### config.mk
export PLATFORM = sky130hd
export DESIGN_NAME = apb_modport
export DESIGN_NICKNAME = d
export VERILOG_FILES = /design/src/rtl/uart_apb_pkg.sv /design/src/rtl/uart_rx_fifo.sv /design/src/rtl/apb_modport.sv
export SDC_FILE = /design/constraint.sdc
export NUM_CORES = 1
export LEC_CHECK = 0
export ABC_AREA = 1
export BUFFER_PORTS_ARGS = -buffer_cell sky130_fd_sc_hd__buf_2
export CORE_MARGIN = 2
export CORE_UTILIZATION = 46
export DETAILED_ROUTE_END_ITERATION = 12
export GPL_TIMING_DRIVEN = 0
export PLACE_DENSITY = 0.76
export SLEW_MARGIN = 30
export SYNTH_ARGS = -nofsm -noshare
export SYNTH_HDL_FRONTEND = slang
export SYNTH_HIERARCHICAL = 1
export SYNTH_SLANG_ARGS = --single-unit
### constraint.sdc
create_clock -name PCLK -period 2.3 [get_ports PCLK]
set_input_delay 0.46 -clock PCLK [delete_from_list [all_inputs] [get_ports PCLK]]
set_output_delay 0.46 -clock PCLK [all_outputs]
set_load 0.05 [all_outputs]
### src/rtl/uart_apb_pkg.sv
// ============================================================================
// Module : uart_apb_pkg
// Desc   : Register map and bit positions shared by the UART APB register block.
//          The CTRL loopback bit exists only when UART_APB_LOOPBACK_EN is defined.
// Rev    : 1.0
// ============================================================================
`default_nettype none

package uart_apb_pkg;

  // Register index = PADDR[4:2]
  localparam logic [2:0] c_reg_ctrl   = 3'd0;
  localparam logic [2:0] c_reg_baud   = 3'd1;
  localparam logic [2:0] c_reg_txdata = 3'd2;
  localparam logic [2:0] c_reg_rxdata = 3'd3;
  localparam logic [2:0] c_reg_status = 3'd4;

  localparam int c_ctrl_w          = 7;
  localparam int c_ctrl_en         = 0;
  localparam int c_ctrl_par_en     = 1;
  localparam int c_ctrl_par_odd    = 2;
  localparam int c_ctrl_stop2      = 3;
  localparam int c_ctrl_rx_irq_en  = 4;
  localparam int c_ctrl_tx_irq_en  = 5;
`ifdef UART_APB_LOOPBACK_EN
  localparam int c_ctrl_loopback   = 6;
`endif

  localparam int c_stat_tx_full  = 0;
  localparam int c_stat_rx_empty = 1;
  localparam int c_stat_rx_full  = 2;
  localparam int c_stat_overrun  = 3;

  localparam logic [15:0] c_baud_rst = 16'd1;

endpackage

`default_nettype wire

### src/rtl/uart_rx_fifo.sv
// ============================================================================
// Module : uart_rx_fifo
// Desc   : 8-bit RX byte FIFO; a push while full is dropped unless a pop
//          frees a slot in the same cycle, in which case both take effect.
// Rev    : 1.0
// ============================================================================
`default_nettype none

module uart_rx_fifo #(
  parameter int DEPTH = 4
) (
  input  logic       clk,
  input  logic       rst,
  input  logic       i_push,
  input  logic [7:0] i_data,
  input  logic       i_pop,
  output logic [7:0] o_data,
  output logic       o_full,
  output logic       o_empty,
  output logic       o_overflow
);

  localparam int PTR_W = $clog2(DEPTH);
  localparam int CNT_W = PTR_W + 1;

  logic [7:0]       mem_q [DEPTH];
  logic [PTR_W-1:0] wr_ptr_q, wr_ptr_d;
  logic [PTR_W-1:0] rd_ptr_q, rd_ptr_d;
  logic [CNT_W-1:0] count_q, count_d;
  logic             w_do_push;
  logic             w_do_pop;

  assign o_full     = (count_q == CNT_W'(DEPTH));
  assign o_empty    = (count_q == '0);
  assign w_do_pop   = i_pop & ~o_empty;
  assign w_do_push  = i_push & (~o_full | w_do_pop);
  assign o_overflow = i_push & o_full & ~w_do_pop;
  assign o_data     = mem_q[rd_ptr_q];

  // DEPTH is a power of two, so pointer increments wrap naturally.
  always_comb begin
    wr_ptr_d = wr_ptr_q;
    rd_ptr_d = rd_ptr_q;
    count_d  = count_q;
    if (w_do_push) wr_ptr_d = wr_ptr_q + PTR_W'(1);
    if (w_do_pop)  rd_ptr_d = rd_ptr_q + PTR_W'(1);
    case ({w_do_push, w_do_pop})
      2'b10:   count_d = count_q + CNT_W'(1);
      2'b01:   count_d = count_q - CNT_W'(1);
      default: count_d = count_q;
    endcase
  end

  always_ff @(posedge clk) begin
    if (rst) begin
      wr_ptr_q <= '0;
      rd_ptr_q <= '0;
      count_q  <= '0;
    end else begin
      wr_ptr_q <= wr_ptr_d;
      rd_ptr_q <= rd_ptr_d;
      count_q  <= count_d;
    end
  end

  always_ff @(posedge clk) begin
    if (w_do_push) mem_q[wr_ptr_q] <= i_data;
  end

endmodule

`default_nettype wire

### src/rtl/apb_modport.sv
// ============================================================================
// Module : apb_modport
// Desc   : Zero-wait-state APB3 register block for a UART: CTRL/BAUD/TXDATA/
//          RXDATA/STATUS. Optional loopback via UART_APB_LOOPBACK_EN.
// Rev    : 1.0
// ============================================================================
`default_nettype none

module apb_modport
  import uart_apb_pkg::*;
#(
  parameter int PADDR_WIDTH   = 8,
  parameter int PDATA_WIDTH   = 32,
  parameter int RX_FIFO_DEPTH = 4
) (
  input  logic                   PCLK,
  input  logic                   PRESET,
  input  logic                   PSEL,
  input  logic                   PENABLE,
  input  logic                   PWRITE,
  input  logic [PADDR_WIDTH-1:0] PADDR,
  input  logic [PDATA_WIDTH-1:0] PWDATA,
  output logic [PDATA_WIDTH-1:0] PRDATA,
  output logic                   PREADY,
  output logic                   PSLVERR,
  output logic [7:0]             tx_data,
  output logic                   tx_valid,
  input  logic                   tx_ready,
  input  logic [7:0]             rx_data,
  input  logic                   rx_valid,
  output logic                   uart_en,
  output logic                   parity_en,
  output logic                   parity_odd,
  output logic                   stop2,
  output logic [15:0]            baud_div,
  output logic                   irq
);

`ifdef UART_APB_LOOPBACK_EN
  localparam logic [c_ctrl_w-1:0] c_ctrl_mask = 7'h7F;
`else
  localparam logic [c_ctrl_w-1:0] c_ctrl_mask = 7'h3F;
`endif

  logic [c_ctrl_w-1:0]    ctrl_q, ctrl_d;
  logic [15:0]            baud_q, baud_d;
  logic [7:0]             tx_hold_q, tx_hold_d;
  logic                   tx_full_q, tx_full_d;
  logic                   overrun_q, overrun_d;
  logic [PDATA_WIDTH-1:0] prdata_q, prdata_d;
  logic                   pslverr_q, pslverr_d;

  logic [PDATA_WIDTH-1:0] w_rd_val;
  logic [2:0]             w_idx;
  logic                   w_setup, w_wr_acc, w_rd_acc, w_bad, w_setup_err;
  logic                   w_tx_valid, w_tx_drain, w_tx_load;
  logic                   w_fifo_push, w_fifo_pop;
  logic [7:0]             w_fifo_wdata, w_rx_head;
  logic                   w_rx_full, w_rx_empty, w_rx_ovf;
  logic                   w_unused;

  assign w_idx    = PADDR[4:2];
  assign w_setup  = PSEL & ~PENABLE;
  assign w_wr_acc = PSEL & PENABLE & PWRITE;
  assign w_rd_acc = PSEL & PENABLE & ~PWRITE;
  assign w_bad    = (w_idx > c_reg_status);
  assign w_unused = ^{PADDR, PWDATA};

  // Errors are judged at the setup edge so PSLVERR is valid through access.
  assign w_setup_err = w_bad
                     | (~PWRITE & (w_idx == c_reg_rxdata) & w_rx_empty)
                     | ( PWRITE & (w_idx == c_reg_txdata) & tx_full_q);

`ifdef UART_APB_LOOPBACK_EN
  logic w_lb;
  logic w_lb_push;
  assign w_lb         = ctrl_q[c_ctrl_loopback];
  assign w_lb_push    = w_lb & tx_full_q;
  assign w_tx_valid   = tx_full_q & ~w_lb;
  assign w_tx_drain   = (w_tx_valid & tx_ready) | w_lb_push;
  assign w_fifo_push  = w_lb ? w_lb_push : rx_valid;
  assign w_fifo_wdata = w_lb ? tx_hold_q : rx_data;
`else
  assign w_tx_valid   = tx_full_q;
  assign w_tx_drain   = tx_full_q & tx_ready;
  assign w_fifo_push  = rx_valid;
  assign w_fifo_wdata = rx_data;
`endif

  // A pop only happens when the setup phase actually returned a byte.
  assign w_fifo_pop = w_rd_acc & (w_idx == c_reg_rxdata) & ~w_rx_empty & ~pslverr_q;
  assign w_tx_load  = w_wr_acc & (w_idx == c_reg_txdata) & ~tx_full_q;

  uart_rx_fifo #(
    .DEPTH (RX_FIFO_DEPTH)
  ) u_rx_fifo (
    .clk        (PCLK),
    .rst        (PRESET),
    .i_push     (w_fifo_push),
    .i_data     (w_fifo_wdata),
    .i_pop      (w_fifo_pop),
    .o_data     (w_rx_head),
    .o_full     (w_rx_full),
    .o_empty    (w_rx_empty),
    .o_overflow (w_rx_ovf)
  );

  always_comb begin
    w_rd_val = '0;
    case (w_idx)
      c_reg_ctrl:   w_rd_val[c_ctrl_w-1:0] = ctrl_q;
      c_reg_baud:   w_rd_val[15:0]         = baud_q;
      c_reg_rxdata: if (!w_rx_empty) w_rd_val[7:0] = w_rx_head;
      c_reg_status: begin
        w_rd_val[c_stat_tx_full]  = tx_full_q;
        w_rd_val[c_stat_rx_empty] = w_rx_empty;
        w_rd_val[c_stat_rx_full]  = w_rx_full;
        w_rd_val[c_stat_overrun]  = overrun_q;
      end
      default: w_rd_val = '0;
    endcase
  end

  always_comb begin
    ctrl_d    = ctrl_q;
    baud_d    = baud_q;
    tx_hold_d = tx_hold_q;
    tx_full_d = tx_full_q;
    overrun_d = overrun_q;
    prdata_d  = prdata_q;
    pslverr_d = pslverr_q;

    if (w_setup) begin
      pslverr_d = w_setup_err;
      if (!PWRITE) prdata_d = w_rd_val;
    end

    if (w_wr_acc && w_idx == c_reg_ctrl) ctrl_d = PWDATA[c_ctrl_w-1:0] & c_ctrl_mask;
    if (w_wr_acc && w_idx == c_reg_baud) baud_d = PWDATA[15:0];

    if (w_tx_load) begin
      tx_hold_d = PWDATA[7:0];
      tx_full_d = 1'b1;
    end else if (w_tx_drain) begin
      tx_full_d = 1'b0;
    end

    // A new overflow wins over a same-cycle write-1-to-clear.
    if (w_wr_acc && w_idx == c_reg_status && PWDATA[c_stat_overrun]) overrun_d = 1'b0;
    if (w_rx_ovf) overrun_d = 1'b1;
  end

  always_ff @(posedge PCLK) begin
    if (PRESET) begin
      ctrl_q    <= '0;
      baud_q    <= c_baud_rst;
      tx_hold_q <= '0;
      tx_full_q <= 1'b0;
      overrun_q <= 1'b0;
      prdata_q  <= '0;
      pslverr_q <= 1'b0;
    end else begin
      ctrl_q    <= ctrl_d;
      baud_q    <= baud_d;
      tx_hold_q <= tx_hold_d;
      tx_full_q <= tx_full_d;
      overrun_q <= overrun_d;
      prdata_q  <= prdata_d;
      pslverr_q <= pslverr_d;
    end
  end

  assign PRDATA     = prdata_q;
  assign PSLVERR    = pslverr_q;
  assign PREADY     = 1'b1;
  assign tx_data    = tx_hold_q;
  assign tx_valid   = w_tx_valid;
  assign uart_en    = ctrl_q[c_ctrl_en];
  assign parity_en  = ctrl_q[c_ctrl_par_en];
  assign parity_odd = ctrl_q[c_ctrl_par_odd];
  assign stop2      = ctrl_q[c_ctrl_stop2];
  assign baud_div   = baud_q;
  assign irq        = (ctrl_q[c_ctrl_rx_irq_en] & ~w_rx_empty)
                    | (ctrl_q[c_ctrl_tx_irq_en] & ~tx_full_q);

endmodule

`default_nettype wire

* Word-level counts from Yosys, hierarchy flattened *
Memories as Yosys holds them, arrays and structs flattened. A register that Yosys moved wholly into a read port is not among the register bits.
Index checks and enable logic that the tools add are counted.

storage, ports and cells
  input port bits = 55
  logic and storage cells = 78
  output and inout bits = 64
  memories = 1
  register bits = 56
  memory bits (writable) = 32

memory list
  memory           words  width  rd ports  clocked after Yosys merged registers in  wr ports  RTL line            source
  u_rx_fifo.mem_q  4      8      1         1                                        1         uart_rx_fifo.sv:26  logic [7:0] mem_q [DEPTH];

cells by class
  bitwise operators = 31
  equality and inequality tests = 7
  order comparisons = 1
  add/sub/neg operators = 4
  reduce and logical (&&, ||, !) cells = 10
  multiplexer cells = 14

operators with widths
  kind                                                  count
  AND 1 bit                                             20
  2-to-1 mux 8 bit                                      2
  case mux 4 bit (4 select lines)                       1
  case mux 3 bit (3 select lines)                       1
  NOT 1 bit                                             7
  equality test 3 x 2 -> 1 bit (second input constant)  2
  equality test 3 bit (second input constant)           2
  zero test 3 bit                                       2
  2-to-1 mux 1 bit                                      6
  case mux 3 bit (2 select lines)                       1
  nonzero test 2 bit                                    3
  adder 2 x 1 -> 2 bit (second input constant)          2
  logical AND 1 bit                                     4
  2-to-1 mux 2 bit                                      2
  bitwise OR 1 bit                                      4
  adder 3 x 1 -> 3 bit (second input constant)          1
  equality test 3 x 1 -> 1 bit (second input constant)  1
  > comparator 3 bit (second input constant)            1
  subtractor 3 x 1 -> 3 bit (second input constant)     1
  equality test 2 x 1 -> 1 bit (second input constant)  1
  equality test 2 bit (second input constant)           1
  case mux 1 bit (2 select lines)                       1
  AND reduction 2 bit                                   1

* Longest topological paths before layout *
  depth after elaboration = 10
  gate-level depth with buffers = 18
  gate-level depth less buffers = 18

* By module *
Netlist, hierarchy kept.

modules (own cells, without submodules)
  module        area each (µm²)  instances  cells an instance  seq. area each (µm²)
  apb_modport   2243.4           1          309                980.9
  uart_rx_fifo  1714.1           1          152                1141.1

* Least setup slack after synthesis *
Ideal clock, no wire load.

  path kind = input port to flip-flop
  from = input port PADDR[4]
  to = register u_rx_fifo.count_q[1]
  path buffers = 1
  required time = 2230 ps
  arrival time = 2343 ps
  setup slack = -112 ps
  setup time = 70 ps
  stages = 11
  path through = buf_6 nor2_4 nand2_1 nor4_1 inv_1 nand3_2 nand2_1 ha_1 inv_1 fa_1 a21oi_1

on the way
  longest elaborated chain between the ends = 9
  elaborated cells on any way between the ends = 11
  classes of those cells = 3 x eq/ne; 1 x mux; 6 x bitwise; 1 x reduce/logical

ends and longest elaborated chain
  element                                                                RTL line            source
  start: declaration                                                     apb_modport.sv:21   input logic [PADDR_WIDTH-1:0] PADDR,
  equality test 3 x 2 -> 1 bit (*)                                       apb_modport.sv:91   assign w_fifo_pop = w_rd_acc & (w_idx == c_reg_rxdata) & ~w_rx_empty & ~pslverr_q;
  AND 1 bit (*) (3 in a row)                                             apb_modport.sv:91
  net w_fifo_pop                                                         apb_modport.sv:57   logic w_fifo_push, w_fifo_pop;
  AND 1 bit (*)                                                          uart_rx_fifo.sv:35  assign w_do_pop = i_pop & ~o_empty;
  bitwise OR 1 bit                                                       uart_rx_fifo.sv:36  assign w_do_push = i_push & (~o_full | w_do_pop);
  AND 1 bit                                                              uart_rx_fifo.sv:36
  equality test 2 x 1 -> 1 bit or equality test 2 bit (tied branches)    uart_rx_fifo.sv:47  case ({w_do_push, w_do_pop})
  case mux 3 bit (2 select lines) or nonzero test 2 bit (tied branches)  --
  end signal: assignment                                                 uart_rx_fifo.sv:62  count_q <= count_d;
  end: declaration                                                       uart_rx_fifo.sv:29  logic [CNT_W-1:0] count_q, count_d;

Mark *: on every way through the listed nets, which the timed path passes. The rest lies on a longest branch.
A chain may end at the register's enable or synchronous reset.

==> impl_metrics.csv <==
group,metric,value,unit
outcome,status,"finished clean",
finish,fill_cells,688,
detailed_routing,initialDrtViolationCount,199,
place,numPortBuffers,79,
cts,clock-root-buffer,"clkbuf_8",
critical_path,cp-start-kind,"flop",
timing,min_period_over_period,97.41,%
finish,area_delta_synth_final,25.26,%
global_route,grt_pass1_vias,3227,
timing,tightest_slew,0.5397,ns
cts,cts_made_buffers,9,
hold_path,hold_start,"rx_data[2]",
critical_path,end_kind,"flop",
global_route,grt.total_usage,20.17,%
cts,cts_tree,"done",
finish,multi_input_area,0.001583,sq mm
global_route,overflow,0,
logic_synthesis,synthCells,461,
global_route,grt_pass1_wl,15240,microns
critical_path,worst-path-stages,16,
finish,nets,644,
critical_path,cp_common_cell,"buf_4",
timing,fmax,0.4463,GHz
timing,finalSetupViolations,0,
hold_path,hold_class,"in -> reg",
logic_synthesis,synth_area,0.003958,sq mm
detailed_routing,drt-total-wl,9471,microns
global_route,antenna_found_initial,0,
critical_path,arrival,2.49,ns
floorplan,num_io_pins,119,
cts,hold_buffers,0,
hold_path,hold_depth,1,
critical_path,crit_chain,"nor2_4 > nand2_2 > clkinv_4 > inv_4 > nand2_2 > nor4_4 > nand2_1 > buf_4 > buf_4 > buf_4 > buf_4 > buf_4 > buf_4 > buf_4 > nand2_1 > a21oi_1",
floorplan,core,0.008258,sq mm
cts,ctsLongestPathBuffers,2,
place,dp_hpwl,6649,microns
finish,diodes,0,
cts,clkSinkCount,90,
power,vdd_drop_max,0.0002936,V
timing,finalHoldViolations,0,
finish,stdcell_area,0.004957,sq mm
logic_synthesis,ys_seq_area_share,53.62,%
floorplan,die_y,96.76,microns
cts,clkTransAtPathRegs,0.09,ns
critical_path,crit_family,"buffers and inverters",
finish,fin_cells,693,
critical_path,cp_max_fo,4,
place,dpl.cell_count,660,
critical_path,slowest_delay,0.37,ns
critical_path,crit_start,"u_rx_fifo/count_q[0]",
floorplan,fp.dieW,96.76,microns
logic_synthesis,synth-seq-cells,90,
timing,relSlewSlack,64.02,%
place,placed_area,0.004547,sq mm
power,power_density,639.3,mW/mm^2
critical_path,cp.required,2.54,ns
floorplan,fp-row-count,33,
detailed_routing,drc_errors,0,
timing,whs,0.3204,ns
detailed_routing,routedWlPerCell,13.67,microns
critical_path,reg2reg_from,"u_rx_fifo/count_q[0]",
finish,register_area,0.002131,sq mm
critical_path,path_buf_inv,9,
job,drv_cap,0,
global_route,grt_max_degree,17,
detailed_routing,via_count,3421,
finish,post-route-util,60.03,%
finish,drive_above_1_share,31.29,%
detailed_routing,drt-pass1-iter-count,4,
logic_synthesis,ys_warn_count,6,
timing,skew,0.01513,ns
logic_synthesis,synth.distinct_cells,33,
floorplan,start_util,47.92,%
critical_path,r2r_cells,16,
place,gp_congestion,0.7938,
critical_path,path_class,"reg -> reg",
timing,post-route-min-period,2.240,ns
power,p_leak,0.002268,uW
logic_synthesis,postSynthAreaPerCell,8.585,sq um
detailed_routing,ant_nets,0,
critical_path,cp_slowest_cell,"dfxtp_4",
detailed_routing,via_per_inst,4.937,
timing,slew_violations,0,
cts,clock_latency,0.36,ns
cts,htree_levels,3,
floorplan,die_area,0.009362,sq mm
==> sequential cells by signal (all words and copies together), names as in the netlist, named ones only <==
signal / cells
u_rx_fifo/mem_q: 32
PRDATA: 16
baud_div: 16
tx_data: 8
ctrl_q: 6
u_rx_fifo/count_q: 3
u_rx_fifo/rd_ptr_q: 2
u_rx_fifo/wr_ptr_q: 2
PSLVERR: 1
overrun_q: 1
tx_valid: 1
==> through the flow <==
| step | setup WS (ns) | power (uW) | setup TNS, ns |
|---|---|---|---|
| global route | -0.04248 | 3272 | -0.1120 |
| floorplan | 0.007792 | 1988 | 0 |
| CTS | 0.03559 | 3167 | 0 |
| global placement | -0.4291 | 2075 | -13.78 |
| detailed placement | -0.5170 | 2085 | -16.17 |
| finish | 0.05953 | 3169 | 0 |
==> worst paths after layout <==
kind	to	slack, ns
hold reg to reg	PRDATA[13]	0.47
hold / removal	u_rx_fifo/mem_q[0][2]	0.32
setup / recovery	flop	0.06
setup reg to reg	flop	0.06
==> metal layers <==
metal,up-vias,track usage [%],share of wire [%],wire (microns)
met2,109,34.56,49,4644
met1,1569,25.56,43,4051
met4,0,8.017,2.3,220
met5,-,0,0,0
met3,17,3.107,5.8,554
li1,1726,-,-,-
==> synthesized netlist by cell type <==
library cell | number | area share (%)
ha_1 | 5 | 1.6
nor3_1 | 1 | 0.13
o211ai_1 | 1 | 0.19
conb_1 | 2 | 0.19
inv_2 | 4 | 0.38
inv_8 | 1 | 0.28
nand2_4 | 1 | 0.28
nor4_1 | 1 | 0.16
dfxtp_1 | 58 | 29
nand4_1 | 1 | 0.16
nor2_2 | 8 | 1.3
inv_1 | 33 | 3.1
inv_4 | 2 | 0.32
nor2_1 | 93 | 8.8
o22ai_1 | 8 | 1.3
buf_4 | 17 | 3.2
o21ai_1 | 6 | 0.76
a22o_1 | 1 | 0.22
clkbuf_1 | 4 | 0.38
nand2_2 | 4 | 0.63
o21ai_2 | 3 | 0.66
buf_2 | 2 | 0.25
nand2_1 | 68 | 6.4
nand3_2 | 1 | 0.25
clkinv_2 | 1 | 0.13
o21ai_0 | 43 | 5.4
a21oi_1 | 23 | 2.9
fa_1 | 1 | 0.51
buf_6 | 5 | 1.4
nand3_1 | 27 | 3.4
nor2_4 | 2 | 0.57
edfxtp_1 | 32 | 24
nor2_8 | 2 | 1.0
==> layout by cell type (no fill, tap or decap), types with 2 or more instances in the layout <==
master,instances
inv_6,2
nor2_8,2
a21oi_1,23
buf_2,81
clkbuf_8,10
buf_4,34
inv_4,3
clkbuf_1,4
nand2_4,2
edfxtp_1,32
buf_6,5
o22ai_1,8
ha_1,4
nor2_4,3
nand2_1,66
inv_1,27
nand3_1,26
nor2_1,89
dfxtp_1,55
conb_1,17
o21ai_0,43
o21ai_2,3
nor2_2,11
dfxtp_4,2
o21ai_1,6
inv_2,8
nand2_2,5
clkinv_4,3
==> layout make-up <==
cell class	instances	area share, %
inverters	41	3.534
clock buffers	11	3.281
plain buffers	28	4.215
repair buffers	96	10.55
well taps	105	2.650
multi-input cells	317	31.93
clock inverters	5	0.8582
flip-flops and latches	90	42.98
==> where the power goes <==
group | total, uW | internal [uW] | switching [uW]
logic | 378 | 115 | 262
registers | 1710 | 1690 | 20.2
clock network | 1080 | 500 | 582
==> cell families (layout without fill, tap and decap cells) <==
group	after synthesis	in the layout	synth area share (%)
flops	90	90	53.62
buf+inv	69	181	9.516
fa+ha+maj	6	6	2.087
compound gates	85	85	11.45
other cells	2	17	0.1898
simple gates	209	209	23.14
==> timing repair <==
item | in CTS | in global routing
setup buffers | 15 | 2
resized for setup | 23 | 5
endpoints found under the hold margin | 0 | 0
pin swaps | 6 | 3
endpoints found under the setup margin | 35 | 25
Note: power is estimated with default switching activity, not from simulation.
